==> src/rtl/looper_pkg.sv <==
`default_nettype none
// ---------------------------------------------------------------------------
// looper_pkg : shared widths, source codes and buffer entry type
// Revision   : 1.0
// ---------------------------------------------------------------------------
package looper_pkg;

  localparam int PREG_W   = 6;
  localparam int DATA_W   = 16;
  localparam int AL_IDX_W = 6;
  localparam int NUM_SRC  = 4;
  localparam int NUM_WP   = 2;

  localparam int SRC_ALU1 = 0;
  localparam int SRC_ALU2 = 1;
  localparam int SRC_MULT = 2;
  localparam int SRC_LD   = 3;

  typedef struct packed {
    logic                vld;
    logic [PREG_W-1:0]   pnum;
    logic [DATA_W-1:0]   data;
    logic [AL_IDX_W-1:0] idx;
  } wb_entry_t;

endpackage
`default_nettype wire

==> src/rtl/rr_pick2.sv <==
`default_nettype none
// ---------------------------------------------------------------------------
// rr_pick2 : combinational round-robin picker returning up to two winners
// Revision : 1.0
// ---------------------------------------------------------------------------
module rr_pick2 #(
  parameter int N = 4
) (
  input  logic [N-1:0]         req,
  input  logic [$clog2(N)-1:0] ptr,
  output logic [N-1:0]         gnt0,
  output logic [N-1:0]         gnt1,
  output logic                 gvld0,
  output logic                 gvld1
);

  localparam int PTR_W = $clog2(N);

  logic [PTR_W-1:0] w_idx;

  // Scan from ptr with natural wrap (N is a power of two)
  always_comb begin
    gnt0  = '0;
    gnt1  = '0;
    gvld0 = 1'b0;
    gvld1 = 1'b0;
    w_idx = '0;
    for (int k = 0; k < N; k++) begin
      w_idx = ptr + PTR_W'(k);
      if (req[w_idx]) begin
        if (!gvld0) begin
          gnt0[w_idx] = 1'b1;
          gvld0       = 1'b1;
        end else if (!gvld1) begin
          gnt1[w_idx] = 1'b1;
          gvld1       = 1'b1;
        end
      end
    end
  end

endmodule
`default_nettype wire

==> src/rtl/rf_wb_arbiter.sv <==
`default_nettype none
// ---------------------------------------------------------------------------
// rf_wb_arbiter : buffers one result per source and writes up to two per
//                 cycle to the register file in round-robin order
// Revision      : 1.0
// ---------------------------------------------------------------------------
module rf_wb_arbiter #(
  parameter int NUM_SRC = looper_pkg::NUM_SRC,
  parameter int NUM_WP  = looper_pkg::NUM_WP
) (
  input  logic                                 clk,
  input  logic                                 rst_n,
  input  logic [NUM_SRC-1:0]                   src_vld,
  input  logic [NUM_SRC*looper_pkg::PREG_W-1:0]   src_pnum,
  input  logic [NUM_SRC*looper_pkg::DATA_W-1:0]   src_data,
  input  logic [NUM_SRC*looper_pkg::AL_IDX_W-1:0] src_idx,
  output logic [NUM_SRC-1:0]                   src_rdy,
  input  logic                                 mis_pred,
  output logic [NUM_WP-1:0]                    wrt_vld,
  output logic [NUM_WP*looper_pkg::PREG_W-1:0]    wrt_pnum,
  output logic [NUM_WP*looper_pkg::DATA_W-1:0]    wrt_data,
  output logic [NUM_WP*looper_pkg::AL_IDX_W-1:0]  done_idx
);

  import looper_pkg::*;

  localparam int PTR_W = $clog2(NUM_SRC);

  wb_entry_t          r_buf [NUM_SRC];
  logic [PTR_W-1:0]   r_rr_ptr;

  logic [NUM_SRC-1:0] w_buf_vld;
  logic [NUM_SRC-1:0] w_gnt0;
  logic [NUM_SRC-1:0] w_gnt1;
  logic [NUM_SRC-1:0] w_grant;
  logic [NUM_SRC-1:0] w_accept;
  logic               w_gvld0;
  logic               w_gvld1;
  wb_entry_t          w_win0;
  wb_entry_t          w_win1;
  logic [PTR_W-1:0]   w_last_idx;

  always_comb begin
    w_buf_vld = '0;
    for (int i = 0; i < NUM_SRC; i++) begin
      w_buf_vld[i] = r_buf[i].vld;
    end
  end

  rr_pick2 #(
    .N (NUM_SRC)
  ) u_pick (
    .req   (w_buf_vld),
    .ptr   (r_rr_ptr),
    .gnt0  (w_gnt0),
    .gnt1  (w_gnt1),
    .gvld0 (w_gvld0),
    .gvld1 (w_gvld1)
  );

  assign w_grant  = w_gnt0 | w_gnt1;
  // A granted buffer drains at the same edge, so its source may refill it
  assign src_rdy  = (~w_buf_vld | w_grant) & {NUM_SRC{~mis_pred}};
  assign w_accept = src_vld & src_rdy;

  always_comb begin
    w_win0     = '0;
    w_win1     = '0;
    w_last_idx = '0;
    for (int i = 0; i < NUM_SRC; i++) begin
      if (w_gnt0[i]) w_win0 = r_buf[i];
      if (w_gnt1[i]) w_win1 = r_buf[i];
      if (w_gvld1 ? w_gnt1[i] : w_gnt0[i]) w_last_idx = PTR_W'(i);
    end
  end

  always_ff @(posedge clk or negedge rst_n) begin
    if (!rst_n) begin
      for (int i = 0; i < NUM_SRC; i++) begin
        r_buf[i] <= '0;
      end
      r_rr_ptr <= '0;
      wrt_vld  <= '0;
      wrt_pnum <= '0;
      wrt_data <= '0;
      done_idx <= '0;
    end else if (mis_pred) begin
      // Every buffered result is younger than the flush point
      for (int i = 0; i < NUM_SRC; i++) begin
        r_buf[i].vld <= 1'b0;
      end
      r_rr_ptr <= '0;
      wrt_vld  <= '0;
    end else begin
      for (int i = 0; i < NUM_SRC; i++) begin
        if (w_accept[i]) begin
          r_buf[i].vld  <= 1'b1;
          r_buf[i].pnum <= src_pnum[i*PREG_W +: PREG_W];
          r_buf[i].data <= src_data[i*DATA_W +: DATA_W];
          r_buf[i].idx  <= src_idx[i*AL_IDX_W +: AL_IDX_W];
        end else if (w_grant[i]) begin
          r_buf[i].vld <= 1'b0;
        end
      end
      wrt_vld  <= {w_gvld1, w_gvld0};
      wrt_pnum <= {w_win1.pnum, w_win0.pnum};
      wrt_data <= {w_win1.data, w_win0.data};
      done_idx <= {w_win1.idx, w_win0.idx};
      if (w_gvld0 | w_gvld1) begin
        r_rr_ptr <= w_last_idx + PTR_W'(1);
      end
    end
  end

endmodule
`default_nettype wire
==> config.mk <==
export PLATFORM = sky130hd
export DESIGN_NAME = rf_wb_arbiter
export DESIGN_NICKNAME = d
export VERILOG_FILES = /design/src/rtl/looper_pkg.sv /design/src/rtl/rr_pick2.sv /design/src/rtl/rf_wb_arbiter.sv
export SDC_FILE = /design/constraint.sdc
export NUM_CORES = 1
export LEC_CHECK = 0
export CAP_MARGIN = 20
export CORE_UTILIZATION = 38
export CTS_CLUSTER_DIAMETER = 60
export DETAILED_ROUTE_END_ITERATION = 10
export GPL_ROUTABILITY_DRIVEN = 0
export SYNTH_ARGS = -nofsm -noshare
export SYNTH_HDL_FRONTEND = slang
export SYNTH_HIERARCHICAL = 1
export SYNTH_SLANG_ARGS = --single-unit
export TNS_END_PERCENT = 20
==> constraint.sdc <==
create_clock -name clk -period 4 [get_ports clk]
set_input_delay 1 -clock clk [delete_from_list [all_inputs] [get_ports clk]]
set_output_delay 1 -clock clk [all_outputs]
set_load 0.005 [all_outputs]
[Yosys cells after proc, flatten, opt, wreduce, memory -nomap -nowiden]
Index checks and enable logic that the tools add are counted.
Word-level totals
  output and inout port bits: 62
  input port bits: 119
  logic and storage cells: 128
  register bits after elaboration: 176
Cells by class
  $add $sub $neg: 4
  bitwise gates (word level): 12
  order comparisons: 8
  reductions and logical operators: 13
  muxes and demuxes: 70
Operators by type and width (number)
  2-to-1 mux 28 bit: 8
  2-to-1 mux 4 bit: 15
  2-to-1 mux 1 bit: 34
  bitwise OR 4 bit: 7
  < comparator 2 x 3 -> 1 bit (second input constant): 4
  nonzero test 3 bit: 4
  2-to-1 mux 2 bit: 5
  AND 4 bit: 2
  binary-select mux 1 bit (select 2 bit): 4
  demux 1 bit (select 2 bit): 4
  >= comparator 2 x 1 -> 1 bit (second input constant): 4
  AND reduction 2 bit: 4
  adder 2 x 1 -> 2 bit (second input constant): 2
  adder 2 bit (second input constant): 2
  logical AND 1 bit: 4
  inverter 4 bit: 1
  nonzero test 2 bit: 1
  inverter 1 bit: 1
  bitwise OR 1 bit: 1

[Logic depth before layout (Yosys ltp)]
  depth in word-level cells: 22
  gate-level depth with buffers: 13
  mapped depth without buffers: 9

[By module]
The synthesis kept the hierarchy.
Modules (own cells, without submodules)
  rf_wb_arbiter: area an instance 8629.5 um2, sequential area each 4404.2 um2, instances 1, cells each 716
  rr_pick2: area an instance 467.9 um2, sequential area each 0.0 um2, instances 1, cells each 50

[Least setup slack after synthesis]
No wires, ideal clock.
  kind: register to output
  from: register r_rr_ptr[0]
  to: output src_rdy[2]
  path slack: 0.448 ns
  cell stages (with the launch flop): 10
  data required time: 3.000 ns
  path buffers: 1
  arrival time: 2.552 ns
  cells stage by stage: dfrtp_1 -> inv_1 -> ha_1 -> mux4_2 -> buf_6 -> and2b_1 -> a22oi_1 -> o21ai_0 -> nor3b_2 -> nor2_1
On the way
  elaborated cells on any way between the ends: 61
  classes of those cells: add/sub (3); order compare (8); mux (38); bitwise (8); reduce/logical (4)
RTL lines
  from (decl): RTL line rf_wb_arbiter.sv:30  | logic [PTR_W-1:0] r_rr_ptr;
  from (signal assigned): RTL line rf_wb_arbiter.sv:110  | r_rr_ptr <= w_last_idx + PTR_W'(1);
  adder 2 x 1 -> 2 bit (tied with other cells): RTL line rr_pick2.sv:29  | w_idx = ptr + PTR_W'(k);
  < comparator 2 x 3 -> 1 bit (implied by the code) (tied with other cells): RTL line rr_pick2.sv:32  | gnt0[w_idx] = 1'b1;
  logical AND 1 bit (implied by the code) or 2-to-1 mux 1 bit (tied branches): RTL line rr_pick2.sv:32
  2-to-1 mux 1 bit (implied by the code) or demux 1 bit (select 2 bit) (tied branches)
  demux 1 bit (select 2 bit) or 2-to-1 mux 4 bit (tied branches)
  bitwise OR 4 bit (no line)
  2-to-1 mux 4 bit: RTL line rr_pick2.sv:31  | if (!gvld0) begin
  2-to-1 mux 4 bit: RTL line rr_pick2.sv:30  | if (req[w_idx]) begin
  [... 2 more ...]
  2-to-1 mux 4 bit: RTL line rr_pick2.sv:30
  bitwise OR 4 bit (no line)
  2-to-1 mux 4 bit: RTL line rr_pick2.sv:31
  2-to-1 mux 4 bit (*): RTL line rr_pick2.sv:30
  via w_gnt0[2]: RTL line rf_wb_arbiter.sv:33  | logic [NUM_SRC-1:0] w_gnt0;
  bitwise OR 4 bit (*): RTL line rf_wb_arbiter.sv:61  | assign w_grant = w_gnt0 | w_gnt1;
  bitwise OR 4 bit (*): RTL line rf_wb_arbiter.sv:63  | assign src_rdy = (~w_buf_vld | w_grant) & {NUM_SRC{~mis_pred}};
  AND 4 bit (*): RTL line rf_wb_arbiter.sv:63
  to (decl): RTL line rf_wb_arbiter.sv:17  | output logic [NUM_SRC-1:0] src_rdy,
The timed path passes the listed nets; every way through them passes the cells marked *. The select of a mux whose other input is x is not followed.

[Worst setup path in the final report]
  from: register r_rr_ptr[0]
  to: output src_rdy[3]
On the way
  longest elaborated chain between the ends: 18
  elaborated cells on any way between the ends: 61
  classes of those cells: add/sub (3); order compare (8); mux (38); bitwise (8); reduce/logical (4)
Ends and longest elaborated chain
  adder 2 x 1 -> 2 bit: RTL line rr_pick2.sv:29
  < comparator 2 x 3 -> 1 bit (implied by the code) or >= comparator 2 x 1 -> 1 bit (tied branches): RTL line rr_pick2.sv:35  | gnt1[w_idx] = 1'b1;
  logical AND 1 bit (implied by the code): RTL line rr_pick2.sv:35
  2-to-1 mux 1 bit (implied by the code): RTL line rr_pick2.sv:35
  demux 1 bit (select 2 bit)
  2-to-1 mux 4 bit: RTL line rr_pick2.sv:31
  2-to-1 mux 4 bit: RTL line rr_pick2.sv:30
  bitwise OR 4 bit (no line)
  [... 3 more ...]
  bitwise OR 4 bit (no line)
  2-to-1 mux 4 bit: RTL line rr_pick2.sv:34  | end else if (!gvld1) begin
  2-to-1 mux 4 bit: RTL line rr_pick2.sv:31
  2-to-1 mux 4 bit (*): RTL line rr_pick2.sv:30
  via w_gnt1[3]: RTL line rf_wb_arbiter.sv:34  | logic [NUM_SRC-1:0] w_gnt1;
  bitwise OR 4 bit (*): RTL line rf_wb_arbiter.sv:61
  bitwise OR 4 bit (*): RTL line rf_wb_arbiter.sv:63
  AND 4 bit (*): RTL line rf_wb_arbiter.sv:63
Marked as above.

==> metrics <==
status finished, violations left; failing checks negative setup slack; area share of the largest cell type after synthesis 0.484; fin cells 1277; chip height between 150 and 200 um; hold buffers post-CTS 0; Mapped Avg Cell Area 11.9 um2; Post-Syn Instances 766; Syn Nets 890; DP Cell Count between 1000 and 1500; hpwl dp ~16 mm; Power Density about 740 nW/um2; design area between 10000 and 15000 um2; VDD IR max between 0.3 and 0.4 mV; Worst Clk Skew 0.0123 ns; via count between 6000 and 7000; Synth Area in Compound Gates 0.0957; proportion of layout cells with a drive suffix above 1 0.215; core area approximately 23000 um2; GRT Overall Usage 0.212; P&R area growth vs syn 31.1%; clock latency on the worst-skew pair ~0.43 ns; crit end category primary output; crit start category flop; Buffers on Ports 180; WL final between 20 and 30 mm; Reg clk slew, reported paths ~0.07 ns; initial antenna violation count 0; #FFs+latches synth ~180; TritonRoute pass-1 iters 5; XOR/XNOR Fraction of Synth Area 0.00303; Worst Path Max Fanout 4; cell row count 56; # clock sinks around 180; WL per Instance approximately 20 um; Distinct cells, synth 39; pin count of the biggest net entering global routing slightly above 80; Min Hold Slack about 0.53 ns; clk root buf clkbuf_16; largest cells by area after synthesis dfrtp_1, mux2_2, mux2_4; Placed Area approximately 11000 um2; Die ar. around 25000 um2; Seq/Total Area, Yosys 0.484; Starting DRT DRC Count roughly 340; Congestion Overflow GR 0; # IOs 181; Post-DRT Antenna Nets 0; final setup margin -0.000559 ns; RSZ-0062 raised after global routing yes; Crit path required time 3.00 ns; final number of hold-violating endpoints 0; adder-cell share of the synthesized area 0.00798; Initial Utilization 0.388; CTS Buf Count 17; die width around 160 um; layout net count approximately 1100; top achievable clock speed approximately 0.25 GHz; number of synthesis warnings 6; Via-to-Cell Ratio 5.22; Slew @ Worst Pin ~0.76 ns; crit path time final about 4.0 ns; setup_tns -0.000559 ns; TritonCTS clock tree yes; Arr. time, crit path roughly 3.0 ns; period utilization 1.00; first-pass GRT wire length roughly 38 mm; largest family of logic cells by synthesized area multiplexers; top cell type by total area after synthesis dfrtp_1; Post-Syn Area approximately 9100 um2; relative slew slack 0.493; Core Util, Final 0.508; CTS Buffer Depth 2; cell leakage power 4.95 nW; Max-Cap Viols 0; kind of critical path flop to primary output; vias in the first global route 6422; HP Class flop to flop; H-Tree Depth 4; DRC 0; setup violators final 1; final slew viol count 0; simple logic cell fraction of the synthesized area 0.143; mux contribution to synthesized area 0.226
-- registers in the layout, indices dropped and copies added, names as in the netlist --
name	count
done_idx	12
r_buf	116
r_rr_ptr	2
wrt_data	32
wrt_pnum	12
wrt_vld	2
-- layer usage --
metal / vias to the layer above / GRT usage / part of all wire
met5: - / 0 / 0
met4: 0 / 0.0584 / 0.0095
met3: 20 / 0.0327 / 0.043
met2: 202 / 0.349 / 0.48
met1: 3321 / 0.289 / 0.46
li1: 3117 / - / -
-- cell usage in the layout (no fill, tap or decap), types with 2 or more instances in the layout --
master / synthesis / final
o21ai_0: 6 / 2
nor3b_4: 2 / 5
mux2i_1: 55 / 55
mux4_2: 2 / 2
nor2b_1: 4 / 4
inv_6: 0 / 4
nand2_1: 61 / 61
bufinv_16: 0 / 2
clkinvlp_4: 0 / 3
a22o_1: 3 / 3
nand2b_1: 46 / 46
buf_12: 2 / 2
nor3_1: 2 / 2
o21ai_4: 0 / 3
or2b_1: 9 / 9
nor2_1: 21 / 19
a221o_2: 0 / 3
clkbuf_16: 0 / 17
and2_1: 28 / 28
dlygate4sd2_1: 0 / 2
nor3b_1: 4 / 2
and3b_1: 28 / 28
a22oi_1: 8 / 8
nor3b_2: 6 / 5
mux2_4: 40 / 40
inv_8: 0 / 4
mux4_1: 2 / 2
dfrtp_1: 176 / 176
mux2_2: 72 / 72
ha_1: 5 / 5
nor2_4: 0 / 2
clkdlybuf4s50_1: 0 / 174
a31oi_1: 84 / 84
buf_4: 4 / 34
a21oi_1: 29 / 29
inv_1: 4 / 4
-- area by class of cell --
type / count / area (um2)
timing repair buffer: 215 / 2090
sequential: 176 / 4400
clock buffer: 18 / 429
inverter: 5 / 18.8
fill: 2158 / 11500
antenna: 1 / 2.50
multi-input combinational: 529 / 4420
tap: 319 / 399
clock inverter: 14 / 168
-- worst max-delay path, cell delays in order (launching register included) --
cell and delay (ns):
dfrtp_1 0.39, buf_4 0.16, mux4_2 0.54, buf_4 0.19
xnor2_4 0.20, buf_4 0.16, nor2_1 0.04, a221o_2 0.35
nor3b_4 0.20, nor2_1 0.05, dlygate4sd2_1 0.28
-- path summary, 6_finish.rpt --
check                             from     endpoint  slack (ns)  cells past startpoint
max                        r_rr_ptr[0]   src_rdy[3]     -0.0006                     10
min                          r_buf[16]    r_buf[16]        0.53                      1
max reg2reg                r_rr_ptr[0]    r_buf[59]        0.58                     13
min reg2reg                  r_buf[16]    r_buf[16]        0.53                      1
max in group asynchronous        rst_n    r_buf[37]        2.51                      2
min in group asynchronous        rst_n  done_idx[1]        0.58                      1
-- synth_stat cells (all sizes together) --
library cell,number
nor2,21
xnor2,1
maj3,1
nand2b,46
nand3b,1
nor4b,1
mux4,4
clkbuf,21
or2b,9
mux2,112
nand2,61
dfrtp,176
mux2i,55
a22o,3
o21a,1
o31a,1
nor3,2
a31oi,84
ha,5
a22oi,8
and2,28
a21oi,29
a221o,4
o21ai,6
and3b,28
and2b,1
nor3b,12
inv,5
buf,35
nor2b,4
a211oi,1
-- timing repair --
item,CTS,global route
setup endpoints to repair,4,4
setup buffers,7,1
resized for setup,6,2
pin swaps,3,4
-- metrics by stage --
step / setup WS, ns / power, W
floorplan: 0.448 / 0.00536
global placement: 0.200 / 0.00697
detailed placement: 0.144 / 0.00703
CTS: -0.111 / 0.00884
global route: -0.0891 / 0.00930
finish: -0.000559 / 0.00879
-- logic make-up (layout without fill, tap and decap cells) --
| kind of cell | Yosys count | in the layout |
|---|---|---|
| AND/OR/NAND/NOR | 214 | 214 |
| flip-flops | 176 | 176 |
| multiplexers | 171 | 171 |
| AO/OA/AOI/OAI | 137 | 137 |
| buffers and inverters | 61 | 252 |
| adder cells (fa/ha/maj) | 6 | 6 |
| XOR/XNOR | 1 | 1 |
| other | 0 | 1 |
-- power by group --
part           internal [W]  leakage (nW)  switching [W]
logic               0.00209          2.58        0.00193
registers           0.00254          2.09       0.000531
clock network      0.000945         0.286       0.000770
total               0.00557          4.95        0.00323
Power figures use the tool's default switching activity.
